===== src/rtl/vec_delta_accum.sv =====
// vec_delta_accum
//   Element-serial delta accumulator. It receives a stream of I-element delta
//   vectors in sign-magnitude form (bit N-1 = sign, bits N-2:0 = magnitude)
//   and adds each delta onto the stored reconstruction element at the current
//   index. The updated element is written back and emitted with one cycle of
//   latency.
//
// Ports
//   clk        in   1   rising-edge clock
//   rst_n      in   1   synchronous active-low reset
//   clear      in   1   zero every stored element and the index
//   in_valid   in   1   delta element valid
//   in_ready   out  1   delta element accepted this cycle when in_valid
//   in_delta   in   N   delta element, sign-magnitude
//   in_last    in   1   sender marks the final element of a vector
//   out_valid  out  1   reconstructed element valid
//   out_ready  in   1   downstream accepts the output
//   out_data   out  N   reconstructed element (never -0)
//   out_idx    out  IW  element index of out_data
//   out_last   out  1   out_idx == I-1
//   err_len    out  1   one-cycle pulse: in_last disagreed with the index
//
// Handshake: a beat moves on a port only on a rising edge where valid and
// ready are both high. A producer holding valid keeps its payload stable until
// that edge, and in_ready never depends on in_valid.
module vec_delta_accum #(
    parameter  int I   = 20,
    parameter  int Q   = 15,
    parameter  int N   = 32,
    parameter  int SAT = 0,
    localparam int IW  = (I > 1) ? $clog2(I) : 1
) (
    input  logic          clk,
    input  logic          rst_n,
    input  logic          clear,
    input  logic          in_valid,
    output logic          in_ready,
    input  logic [N-1:0]  in_delta,
    input  logic          in_last,
    output logic          out_valid,
    input  logic          out_ready,
    output logic [N-1:0]  out_data,
    output logic [IW-1:0] out_idx,
    output logic          out_last,
    output logic          err_len
);

    // Q only names the fixed-point format; it must leave room for the sign.
    if (Q > N - 2) begin : g_bad_q
        $error("vec_delta_accum: Q must be at most N-2");
    end

    logic [N-1:0]  state_q [I];
    logic [IW-1:0] idx_q, idx_d;
    logic          out_valid_q, out_valid_d;
    logic [N-1:0]  out_data_q, out_data_d;
    logic [IW-1:0] out_idx_q, out_idx_d;
    logic          out_last_q, out_last_d;
    logic          err_q, err_d;

    logic          accept;
    logic          last_idx;
    logic [N-2:0]  mag_a, mag_b, mag_r;
    logic          sgn_a, sgn_b, sgn_r;
    logic [N-1:0]  add_full;
    logic [N-1:0]  sum;

    assign last_idx = (idx_q == IW'(I - 1));
    assign in_ready = rst_n & ~clear & (~out_valid_q | out_ready);
    assign accept   = in_valid & in_ready;

    // Sign-magnitude add of the stored element and the incoming delta.
    // A negative zero operand has its sign dropped so it behaves as +0.
    always_comb begin
        mag_a    = state_q[idx_q][N-2:0];
        sgn_a    = state_q[idx_q][N-1] & (|mag_a);
        mag_b    = in_delta[N-2:0];
        sgn_b    = in_delta[N-1] & (|mag_b);
        add_full = {1'b0, mag_a} + {1'b0, mag_b};
        mag_r    = '0;
        sgn_r    = 1'b0;
        if (sgn_a == sgn_b) begin
            sgn_r = sgn_a;
            // add_full[N-1] is the carry out of the magnitude field.
            if (add_full[N-1] && (SAT != 0)) begin
                mag_r = '1;
            end else begin
                mag_r = add_full[N-2:0];
            end
        end else if (mag_a >= mag_b) begin
            sgn_r = sgn_a;
            mag_r = mag_a - mag_b;
        end else begin
            sgn_r = sgn_b;
            mag_r = mag_b - mag_a;
        end
        // A zero magnitude is always emitted as +0.
        sum = {sgn_r & (|mag_r), mag_r};
    end

    always_comb begin
        idx_d       = idx_q;
        out_valid_d = out_valid_q;
        out_data_d  = out_data_q;
        out_idx_d   = out_idx_q;
        out_last_d  = out_last_q;
        err_d       = 1'b0;
        // clear and accept never coincide because in_ready is low under clear.
        if (clear) begin
            idx_d = '0;
        end
        if (accept) begin
            out_valid_d = 1'b1;
            out_data_d  = sum;
            out_idx_d   = idx_q;
            out_last_d  = last_idx;
            err_d       = in_last ^ last_idx;
            // A misplaced in_last still resynchronises the index to 0.
            idx_d       = (in_last | last_idx) ? '0 : idx_q + 1'b1;
        end else if (out_ready) begin
            out_valid_d = 1'b0;
        end
    end

    always_ff @(posedge clk) begin
        if (!rst_n) begin
            for (int i = 0; i < I; i++) begin
                state_q[i] <= '0;
            end
            idx_q       <= '0;
            out_valid_q <= 1'b0;
            out_data_q  <= '0;
            out_idx_q   <= '0;
            out_last_q  <= 1'b0;
            err_q       <= 1'b0;
        end else begin
            idx_q       <= idx_d;
            out_valid_q <= out_valid_d;
            out_data_q  <= out_data_d;
            out_idx_q   <= out_idx_d;
            out_last_q  <= out_last_d;
            err_q       <= err_d;
            if (clear) begin
                for (int i = 0; i < I; i++) begin
                    state_q[i] <= '0;
                end
            end else if (accept) begin
                state_q[idx_q] <= sum;
            end
        end
    end

    assign out_valid = out_valid_q;
    assign out_data  = out_data_q;
    assign out_idx   = out_idx_q;
    assign out_last  = out_last_q;
    assign err_len   = err_q;

endmodule


===== config.mk =====
export PLATFORM = sky130hd
export DESIGN_NAME = vec_delta_accum
export DESIGN_NICKNAME = d
export VERILOG_FILES = /design/src/rtl/vec_delta_accum.sv
export SDC_FILE = /design/constraint.sdc
export NUM_CORES = 1
export LEC_CHECK = 0
export CAP_MARGIN = 5
export CELL_PAD_IN_SITES_DETAIL_PLACEMENT = 0
export CELL_PAD_IN_SITES_GLOBAL_PLACEMENT = 1
export CORE_MARGIN = 5
export CORE_UTILIZATION = 40
export CTS_CLUSTER_SIZE = 12
export DETAILED_ROUTE_END_ITERATION = 12
export HOLD_SLACK_MARGIN = 0.03
export PLACE_DENSITY = 0.6
export SLEW_MARGIN = 20
export SYNTH_ARGS = -nofsm -noshare
export SYNTH_HDL_FRONTEND = slang
export SYNTH_SLANG_ARGS = --single-unit

===== constraint.sdc =====
create_clock -name clk -period 13.45 [get_ports clk]
set_input_delay 4.035 -clock clk [delete_from_list [all_inputs] [get_ports clk]]
set_output_delay 4.035 -clock clk [all_outputs]
set_load 0.005 [all_outputs]

Word-level counts from Yosys, hierarchy flattened

Memories as Yosys holds them, arrays and structs flattened. A register that Yosys moved wholly into a read port is not among the register bits.
Cells that the tools add are included.

Add/sub/neg operators: 4
Reductions and logical operators: 7
Muxes and demuxes: 42
Equal/unequal tests: 2
Magnitude comparators: 1
Bitwise operators: 31

Operators with widths:

| operator            | number |
|---|---|
| $mux 32             | 21 |
| $reduce_or 31->1    | 3 |
| $mux 31             | 2 |
| $sub 31x31->31      | 2 |
| $reduce_or 32->1    | 1 |
| $add 31x31->31      | 1 |
| $ge 31x31->1        | 1 |
| $mux 5              | 6 |
| $or 1x1->1          | 22 |
| $mux 1              | 13 |
| $and 1x1->1         | 6 |
| $add 5x1->5 const B | 1 |
| $eq 5x5->1 const B  | 1 |
| $reduce_bool 2->1   | 2 |
| $not 1->1           | 2 |
| $reduce_and 2->1    | 1 |
| $eq 1x1->1          | 1 |
| $xor 1x1->1         | 1 |

Input port bits: 38
Memories: 1
Logic and storage cells: 94
Flip-flop bits (word level): 45
Bits in writable memories: 640
Output and inout port bits: 41

Memories:

| memory  | depth | bits a word | rd ports | clocked after memory_dff | wr ports | line | source |
|---|---|---|---|---|---|---|---|
| state_q | 20    | 32          | 1        | 1                        | 20       | 53   | `logic [N-1:0] state_q [I];` |

Depth between registers and ports, before layout

Gate-level depths: netlist of the first run.

Word-level depth: 10
Mapped depth: 31
Gate-level depth less buffers: 22

Worst setup path after synthesis of the first run

Ideal clock, no wire load.

Path kind: input to register
From: in in_delta[28]
To: mem state_q[20][31] (data pin)
Arrival: 8,403 ps
Stages: 18
Data required time: 13,153 ps
Library setup time: 297 ps
Path buffers: 2
Path slack: 4,750 ps
Cells stage by stage: inv_1 > ha_1 > clkbuf_1 > a21o_1 > a21o_1 > a221oi_1 > o21ai_0 > a211oi_1 > mux2_2 > a21oi_1 > o22ai_1 > xor2_1 > a21oi_1 > o2111ai_1 > or4_1 > nor4_2 > buf_4 > nor2_1

RTL lines:

| item        | line | source |
|---|---|---|
| from (decl) | 38   | `input logic [N-1:0] in_delta,` |
| to (decl)   | 53   |  |

==> results of run 1 <==
## logic make-up (layout without fill, tap and decap cells)
| group | after synthesis | count (layout) |
|---|---|---|
| AOI/OAI and AO/OA | 403 | 403 |
| xor gates and xnor gates | 41 | 41 |
| adders and majority gates | 105 | 105 |
| buffers and inverters | 401 | 524 |
| DFF | 1074 | 1074 |
| muxes | 353 | 353 |
| other | 0 | 1 |
| and+or+nand+nor | 1079 | 1079 |
## critical path: stages
cell	delay [ps]
sky130_fd_sc_hd__clkdlybuf4s50_1	560
sky130_fd_sc_hd__inv_1	60
sky130_fd_sc_hd__ha_1	470
sky130_fd_sc_hd__clkinv_1	340
sky130_fd_sc_hd__nor4_1	570
sky130_fd_sc_hd__nand3_1	120
sky130_fd_sc_hd__o21ai_0	670
sky130_fd_sc_hd__a211o_1	310
sky130_fd_sc_hd__buf_4	370
sky130_fd_sc_hd__mux2i_1	260
sky130_fd_sc_hd__o221ai_1	170
sky130_fd_sc_hd__mux2i_1	250
sky130_fd_sc_hd__xor2_2	160
sky130_fd_sc_hd__buf_4	280
sky130_fd_sc_hd__nand4_1	130
sky130_fd_sc_hd__or4_1	680
sky130_fd_sc_hd__nor4_4	700
sky130_fd_sc_hd__buf_6	230
sky130_fd_sc_hd__nor2_1	160
## cell type report
type / instances / area (um^2)
repair buffers: 183 / 1630
multi-input cells: 1981 / 16110
clock buffers: 143 / 2960
clock inverters: 59 / 439.2
flip-flops and latches: 1074 / 31770
diodes: 1 / 2.502
fillers: 10770 / 66410
well taps: 1625 / 2033
inverters: 139 / 521.8
## through the flow
stage / worst slack, ps / util, % / hold WS [ps]
floorplan: 4750 / - / 450.3
CTS: 2880 / 45.49 / 457.8
finish: 3223 / 45.51 / 452.2
detailed placement: 2188 / 42.70 / 449.8
global route: 2760 / 45.51 / 501.9
global placement: 2376 / 42.70 / 444.6
## sequential cells by signal, indices dropped and copies added (netlist names), named ones only
name,count
err_len,1
out_data,32
out_valid,1
state_q,1024
out_idx,5
idx_q,5
out_last,1
## power by group through the flow
| stage | Sequential (mW) | Clock, mW | Combinational [mW] |
|---|---|---|---|
| after floorplan | 3.98 | 0 | 0.695 |
| after global placement | 3.98 | 0 | 1.22 |
| after detailed placement | 3.99 | 0 | 1.24 |
| after CTS | 3.92 | 2.96 | 1.24 |
| after global routing | 3.93 | 3.11 | 1.33 |
| final | 3.92 | 2.92 | 1.26 |
## worst min-delay path by stage
stage	startpoint	end	slack, ps	depth (start not counted)
6_report	out_last	out_last	450	2
5_1_grt	out_idx[1]	out_idx[1]	500	2
4_1_cts	out_last	out_last	460	2
3_5_place_dp	out_last	out_last	450	2
3_3_place_gp	out_last	out_last	440	2
2_1_floorplan	out_last	out_last	450	2
## cells in the final DEF, fill, tap and decap left out, types with 11 or more instances in the layout
| cell type | n |
|---|---|
| sky130_fd_sc_hd__a21o_1 | 17 |
| sky130_fd_sc_hd__a21oi_1 | 99 |
| sky130_fd_sc_hd__a221oi_1 | 16 |
| sky130_fd_sc_hd__and2_1 | 38 |
| sky130_fd_sc_hd__buf_4 | 99 |
| sky130_fd_sc_hd__clkbuf_1 | 28 |
| sky130_fd_sc_hd__clkbuf_16 | 113 |
| sky130_fd_sc_hd__clkdlybuf4s50_1 | 77 |
| sky130_fd_sc_hd__clkinv_1 | 29 |
| sky130_fd_sc_hd__clkinv_2 | 19 |
| sky130_fd_sc_hd__dfxtp_1 | 45 |
| sky130_fd_sc_hd__edfxtp_1 | 1024 |
| sky130_fd_sc_hd__ha_1 | 102 |
| sky130_fd_sc_hd__inv_1 | 138 |
| sky130_fd_sc_hd__mux2i_1 | 88 |
| sky130_fd_sc_hd__mux4_2 | 255 |
| sky130_fd_sc_hd__nand2_1 | 126 |
| sky130_fd_sc_hd__nand2_4 | 17 |
| sky130_fd_sc_hd__nand2b_1 | 14 |
| sky130_fd_sc_hd__nand3_1 | 19 |
| sky130_fd_sc_hd__nand4_1 | 23 |
| sky130_fd_sc_hd__nor2_1 | 703 |
| sky130_fd_sc_hd__nor2_4 | 12 |
| sky130_fd_sc_hd__nor3_1 | 30 |
| sky130_fd_sc_hd__nor4_1 | 18 |
| sky130_fd_sc_hd__o211ai_1 | 11 |
| sky130_fd_sc_hd__o21ai_0 | 78 |
| sky130_fd_sc_hd__o21bai_1 | 27 |
| sky130_fd_sc_hd__o22ai_1 | 57 |
| sky130_fd_sc_hd__xnor2_1 | 11 |
| sky130_fd_sc_hd__xnor2_2 | 20 |
## routing by layer
layer	track usage (%)	wire length, um
met5	0	0
met2	43.76	84430
met3	5.451	16460
met1	37.77	73240
met4	9.092	6726
==> impl_metrics.json, run 1 <==
{
  "cts-root-buf": "sky130_fd_sc_hd__clkbuf_16",
  "syn_to_final_growth_pct": 13.01,
  "first_pass_detailed_route_iteration_total": 5,
  "finalMaxSlewViolations": 0,
  "vdd_ir_drop_max_mv": 0.1318,
  "synth_top_cells_by_count": "sky130_fd_sc_hd__edfxtp_1 (1024), sky130_fd_sc_hd__nor2_1 (715), sky130_fd_sc_hd__mux4_2 (255)",
  "fin_tns_setup_ps": 0,
  "setup.worst_path.start_class": "input pin",
  "slew-limit-headroom_pct": 24.47,
  "via_count": 31680,
  "clockBufferDepth": 3,
  "async_flop_share_pct": 0,
  "floorplan.io_pins": 79,
  "grt_remaining_overflow": 0,
  "std_cell_rows": 128,
  "finalHoldViolations": 0,
  "routabilityCongestion": 0.9191,
  "grt_start_max_net_pins": 80,
  "fmax_mhz": 97.78,
  "fin_total_pwr_mw": 8.098,
  "drtIter0Drc": 4016,
  "overall_die_area_um2": 129800,
  "synthCells": 3456,
  "grt_pass1_wl_mm": 249.8,
  "cts_hold_repair.buffers": 0,
  "share_clk_of_total_power_pct": 36.0,
  "global_route.usage.total_pct": 27.34,
  "worst_hold_path_type": "register to register",
  "netlist.top_cell.by_area": "sky130_fd_sc_hd__edfxtp_1",
  "path_max_fanout": 23,
  "cts.reportedPaths.clkPinSlew_ps": 60,
  "synth_sequential_area_ratio_pct": 64.69,
  "final_area_um2": 55460,
  "synth_xor_area_share_pct": 0.8005,
  "power-per-cell-area_nw_per_um2": 146.0,
  "cts.repair_timing.setup_buffer_count": 0,
  "route.detailed.vias_per_inst": 6.086,
  "worst_reg_to_reg_path_cell_count": 22,
  "total_placed_cells_including_tap_cells": 5001,
  "total_switching_power_mw": 2.284,
  "detailedPlacementHpwl_mm": 104.8,
  "synthesis.area_um2": 49080,
  "max_capacitance_violation_count": 0,
  "starting_density_of_the_core_pct": 40.27,
  "power_frac_comb_pct": 15.5,
  "die-width_um": 360.3,
  "final_period_minus_worst_setup_slack_ps": 10230,
  "yosys_warnings": 0,
  "clkLatencyLatePin_ps": 740,
  "status": "finished, final reports clean",
  "remaining_number_of_nets_flagged_by_the_antenna_check_after_routing": 0,
  "synth_adder_area_share_pct": 2.723,
  "port_buffers": 78,
  "total_leakage_power_nw": 20.06,
  "synth_top_family_by_area": "multiplexers",
  "finish.cell_count_without_fillers": 5205,
  "synth.distinct_cells": 73,
  "postRouteWirelength_mm": 180.9,
  "synth_seq_cells": 1074,
  "regToRegEndpoint": "state_q[22][31]",
  "worstSetupPathType": "input pin to register",
  "synth-main-ff-cell": "sky130_fd_sc_hd__edfxtp_1",
  "cts-resized-gates": 0,
  "detailed_place.area_um2": 52040,
  "power.switching_fraction_pct": 28.21,
  "post-route-period-util_pct": 76.04,
  "rsz0062_at_grt": "false",
  "core_um2": 121900,
  "average_cell_area_after_synthesis_um2": 14.20,
  "cts_inserted_buffers": 113,
  "end_kind": "register",
  "cp-endpoint": "state_q[22][31]",
  "synthMuxAreaShare_pct": 13.72,
  "cts.sink_count": 1074,
  "final_layout_size_suffix_gt1_share_pct": 16.93,
  "synth_enable_flop_cells": 1024,
  "synthSimpleGateAreaFrac_pct": 9.359,
  "antenna_found_initial": 3,
  "most_repeated_cell_in_the_gate_level_netlist_after_synthesis": "sky130_fd_sc_hd__edfxtp_1",
  "synth.net_count": 3599,
  "first_global_vias": 31680,
  "post_layout_net_count": 3635,
  "internal-power_mw": 5.814,
  "die_h_um": 360.3,
  "synth.top_cells.by_area": "sky130_fd_sc_hd__edfxtp_1 (63%), sky130_fd_sc_hd__mux4_2 (12%), sky130_fd_sc_hd__nor2_1 (5.5%)",
  "synth-compound-area-share_pct": 5.287,
  "power.share.sequential_pct": 48.4,
  "htree_levels": 3,
  "timing.clock.skew_ps": 67.76,
  "route.detailed.drc": 0,
  "worst_slew_pin_slew_ps": 1124,
  "cp_data_arrival_time_ps": 10550,
  "finalSetupViolCount": 0,
  "critical_path.startpoint": "in_delta[24]",
  "cp_data_required_time_ps": 13770,
  "reg2reg_slack_ps": 3770,
  "tritoncts": "built",
  "wl_per_cell_um": 34.75,
  "synthDominantCellAreaShare_pct": 62.65
}
Power figures use the tool's default switching activity.
==> inputs of run 2 (changes only) <==
==> constraint.sdc (replaced) <==
create_clock -name clk -period 9.53 [get_ports clk]
set_input_delay 2.859 -clock clk [delete_from_list [all_inputs] [get_ports clk]]
set_output_delay 2.859 -clock clk [all_outputs]
set_load 0.005 [all_outputs]
==> run 2 against run 1 <==
  * Via count fell by 0.21%
  * Cell count rose by 1.5%
  * Clock skew fell by 22 ps
  * Sequential cell count did not move
  * Clock power rose by 47%
  * Final area rose by 1.2%
  * Sequential power rose by 41%
  * Die area did not move
  * Non-clock buffer count rose by 75
  * Critical endpoint is now state_q[24][31]
  * Sequential share of layout area fell by 0.71 points
==> impl_metrics.json, run 2 (synthesis gave the netlist of run 1 again) <==
{
  "status": "finished, final reports clean",
  "die_h_um": 360.3,
  "routabilityCongestion": 0.8855,
  "final_layout_size_suffix_gt1_share_pct": 18.51,
  "slew-limit-headroom_pct": 19.70,
  "global_route.usage.total_pct": 26.16,
  "most_used_cells_in_the_layout_excluding_fill_and_tap_cells": "sky130_fd_sc_hd__edfxtp_1 (1024), sky130_fd_sc_hd__nor2_1 (703), sky130_fd_sc_hd__mux4_2 (255)",
  "total_leakage_power_nw": 20.47,
  "path_max_fanout": 35,
  "finalHoldWorstSlack_ps": 456.7,
  "grt_start_max_net_pins": 109,
  "finish.utilization_pct": 46.08,
  "worst_slew_pin_slew_ps": 1200,
  "end_kind": "register",
  "route.detailed.drc": 0,
  "timing.clock.skew_ps": 45.69,
  "remaining_number_of_nets_flagged_by_the_antenna_check_after_routing": 0,
  "grt_remaining_overflow": 0,
  "postRouteWirelength_mm": 173.0,
  "fin_total_pwr_mw": 11.69,
  "syn_to_final_growth_pct": 14.42,
  "cts-root-buf": "sky130_fd_sc_hd__clkbuf_16",
  "starting_density_of_the_core_pct": 40.27,
  "first_pass_detailed_route_iteration_total": 5,
  "total_placed_cells_including_tap_cells": 5077,
  "worst_hold_path_type": "register to register",
  "post-route-period-util_pct": 90.62,
  "cts.repair_timing.setup_buffer_count": 0,
  "via_count": 31610,
  "rsz0062_at_grt": "false",
  "reg2reg_slack_ps": 890,
  "route.detailed.vias_per_inst": 5.982,
  "final_period_minus_worst_setup_slack_ps": 8636,
  "cts.reportedPaths.clkPinSlew_ps": 60,
  "std_cell_rows": 128,
  "die-width_um": 360.3,
  "layout_commonest_cell": "sky130_fd_sc_hd__edfxtp_1",
  "detailed_place.area_um2": 52570,
  "finish.cell_count_without_fillers": 5284,
  "tritoncts": "built",
  "hp-start": "out_last",
  "worstSetupPathType": "register to register",
  "largest_register_ff_count": 1024,
  "max_capacitance_violation_count": 0,
  "detailedPlacementHpwl_mm": 112.0,
  "finalMaxSlewViolations": 0,
  "floorplan.io_pins": 79,
  "cts_hold_repair.buffers": 0,
  "setup.worst_path.start_class": "register",
  "final.setup.worst_slack_ps": 894.0,
  "drtIter0Drc": 3756,
  "largest_register_by_flop_count": "state_q",
  "fin_tns_setup_ps": 0,
  "cts-resized-gates": 0,
  "post_layout_net_count": 3711,
  "finalHoldViolations": 0,
  "htree_levels": 3,
  "dpl_worst_slack_ps": 598.1,
  "core_um2": 121900,
  "vdd_ir_drop_max_mv": 0.1541,
  "antenna_found_initial": 3,
  "wl_per_cell_um": 32.74,
  "clockBufferDepth": 3,
  "cts.sink_count": 1074,
  "finalSetupViolCount": 0,
  "fmax_mhz": 115.8,
  "final_area_um2": 56160,
  "port_buffers": 78,
  "cp_data_arrival_time_ps": 9040,
  "clkLatencyLatePin_ps": 740,
  "power-per-cell-area_nw_per_um2": 208.1,
  "cp_data_required_time_ps": 9940,
  "grt_pass1_wl_mm": 241.4,
  "overall_die_area_um2": 129800,
  "first_global_vias": 31870,
  "cts_inserted_buffers": 114
}
## run 2: cell count changes in the layout (fill, tap and decap cells not counted), moves of 3 or more
cell | before | now
sky130_fd_sc_hd__buf_4 | 99 | 171
sky130_fd_sc_hd__nand2_2 | 7 | 22
sky130_fd_sc_hd__nand2_4 | 17 | 2
sky130_fd_sc_hd__clkinv_2 | 19 | 10
sky130_fd_sc_hd__clkbuf_1 | 28 | 36
sky130_fd_sc_hd__clkbuf_16 | 113 | 119
sky130_fd_sc_hd__buf_12 | 5 | 9
sky130_fd_sc_hd__bufinv_16 | 3 | 6
## run 2: worst max-delay path: stages (launching register included)
cell and delay (ps):
sky130_fd_sc_hd__dfxtp_4 940, sky130_fd_sc_hd__buf_4 380, sky130_fd_sc_hd__buf_4 300, sky130_fd_sc_hd__mux4_2 550, sky130_fd_sc_hd__mux4_2 480, sky130_fd_sc_hd__nand2_1 90, sky130_fd_sc_hd__nand3_1 390, sky130_fd_sc_hd__ha_1 690
sky130_fd_sc_hd__nand2_1 120, sky130_fd_sc_hd__nor2_1 200, sky130_fd_sc_hd__nor4b_1 660, sky130_fd_sc_hd__and3_1 410, sky130_fd_sc_hd__a211o_1 480, sky130_fd_sc_hd__buf_4 220, sky130_fd_sc_hd__mux2i_1 260, sky130_fd_sc_hd__a21oi_1 110
sky130_fd_sc_hd__o22ai_1 190, sky130_fd_sc_hd__xor2_1 100, sky130_fd_sc_hd__a21oi_2 230, sky130_fd_sc_hd__o2111ai_1 150, sky130_fd_sc_hd__or4_1 580, sky130_fd_sc_hd__nor4_4 380, sky130_fd_sc_hd__buf_12 210, sky130_fd_sc_hd__nor2_1 160
## run 2: per-layer routing
layer	vias to the layer above	track usage, %	wire [um]
li1	13110	-	-
met1	16650	36.43	70690
met2	1612	42.62	82100
met3	234	4.091	14870
met4	0	8.245	5333
met5	-	0	0
## run 2: report_power, final
group / leakage, nW / internal (mW) / total [mW] / switching [mW]
clock: 1.73 / 2.45 / 4.29 / 1.84
combinational: 7.78 / 0.478 / 1.86 / 1.39
sequential: 11.0 / 5.49 / 5.53 / 0.0420
total: 20.5 / 8.42 / 11.7 / 3.27
## run 2: final cells by class
class | instances | area (um^2)
Clock buffer | 156 | 3127
Sequential cell | 1074 | 31760
Fill cell | 10710 | 65720
Tap cell | 1625 | 2033
Timing Repair Buffer | 258 | 2240
Antenna cell | 1 | 2.502
Inverter | 139 | 521.8
Clock inverter | 50 | 452.9
Multi-Input combinational cell | 1981 | 16020
## run 2: final timing paths
| check | endpoint | cells past startpoint |
|---|---|---|
| hold reg to reg | out_last | 2 |
| setup reg to reg | state_q[24][31] | 23 |
| hold / removal | out_last | 2 |
| setup / recovery | state_q[24][31] | 23 |
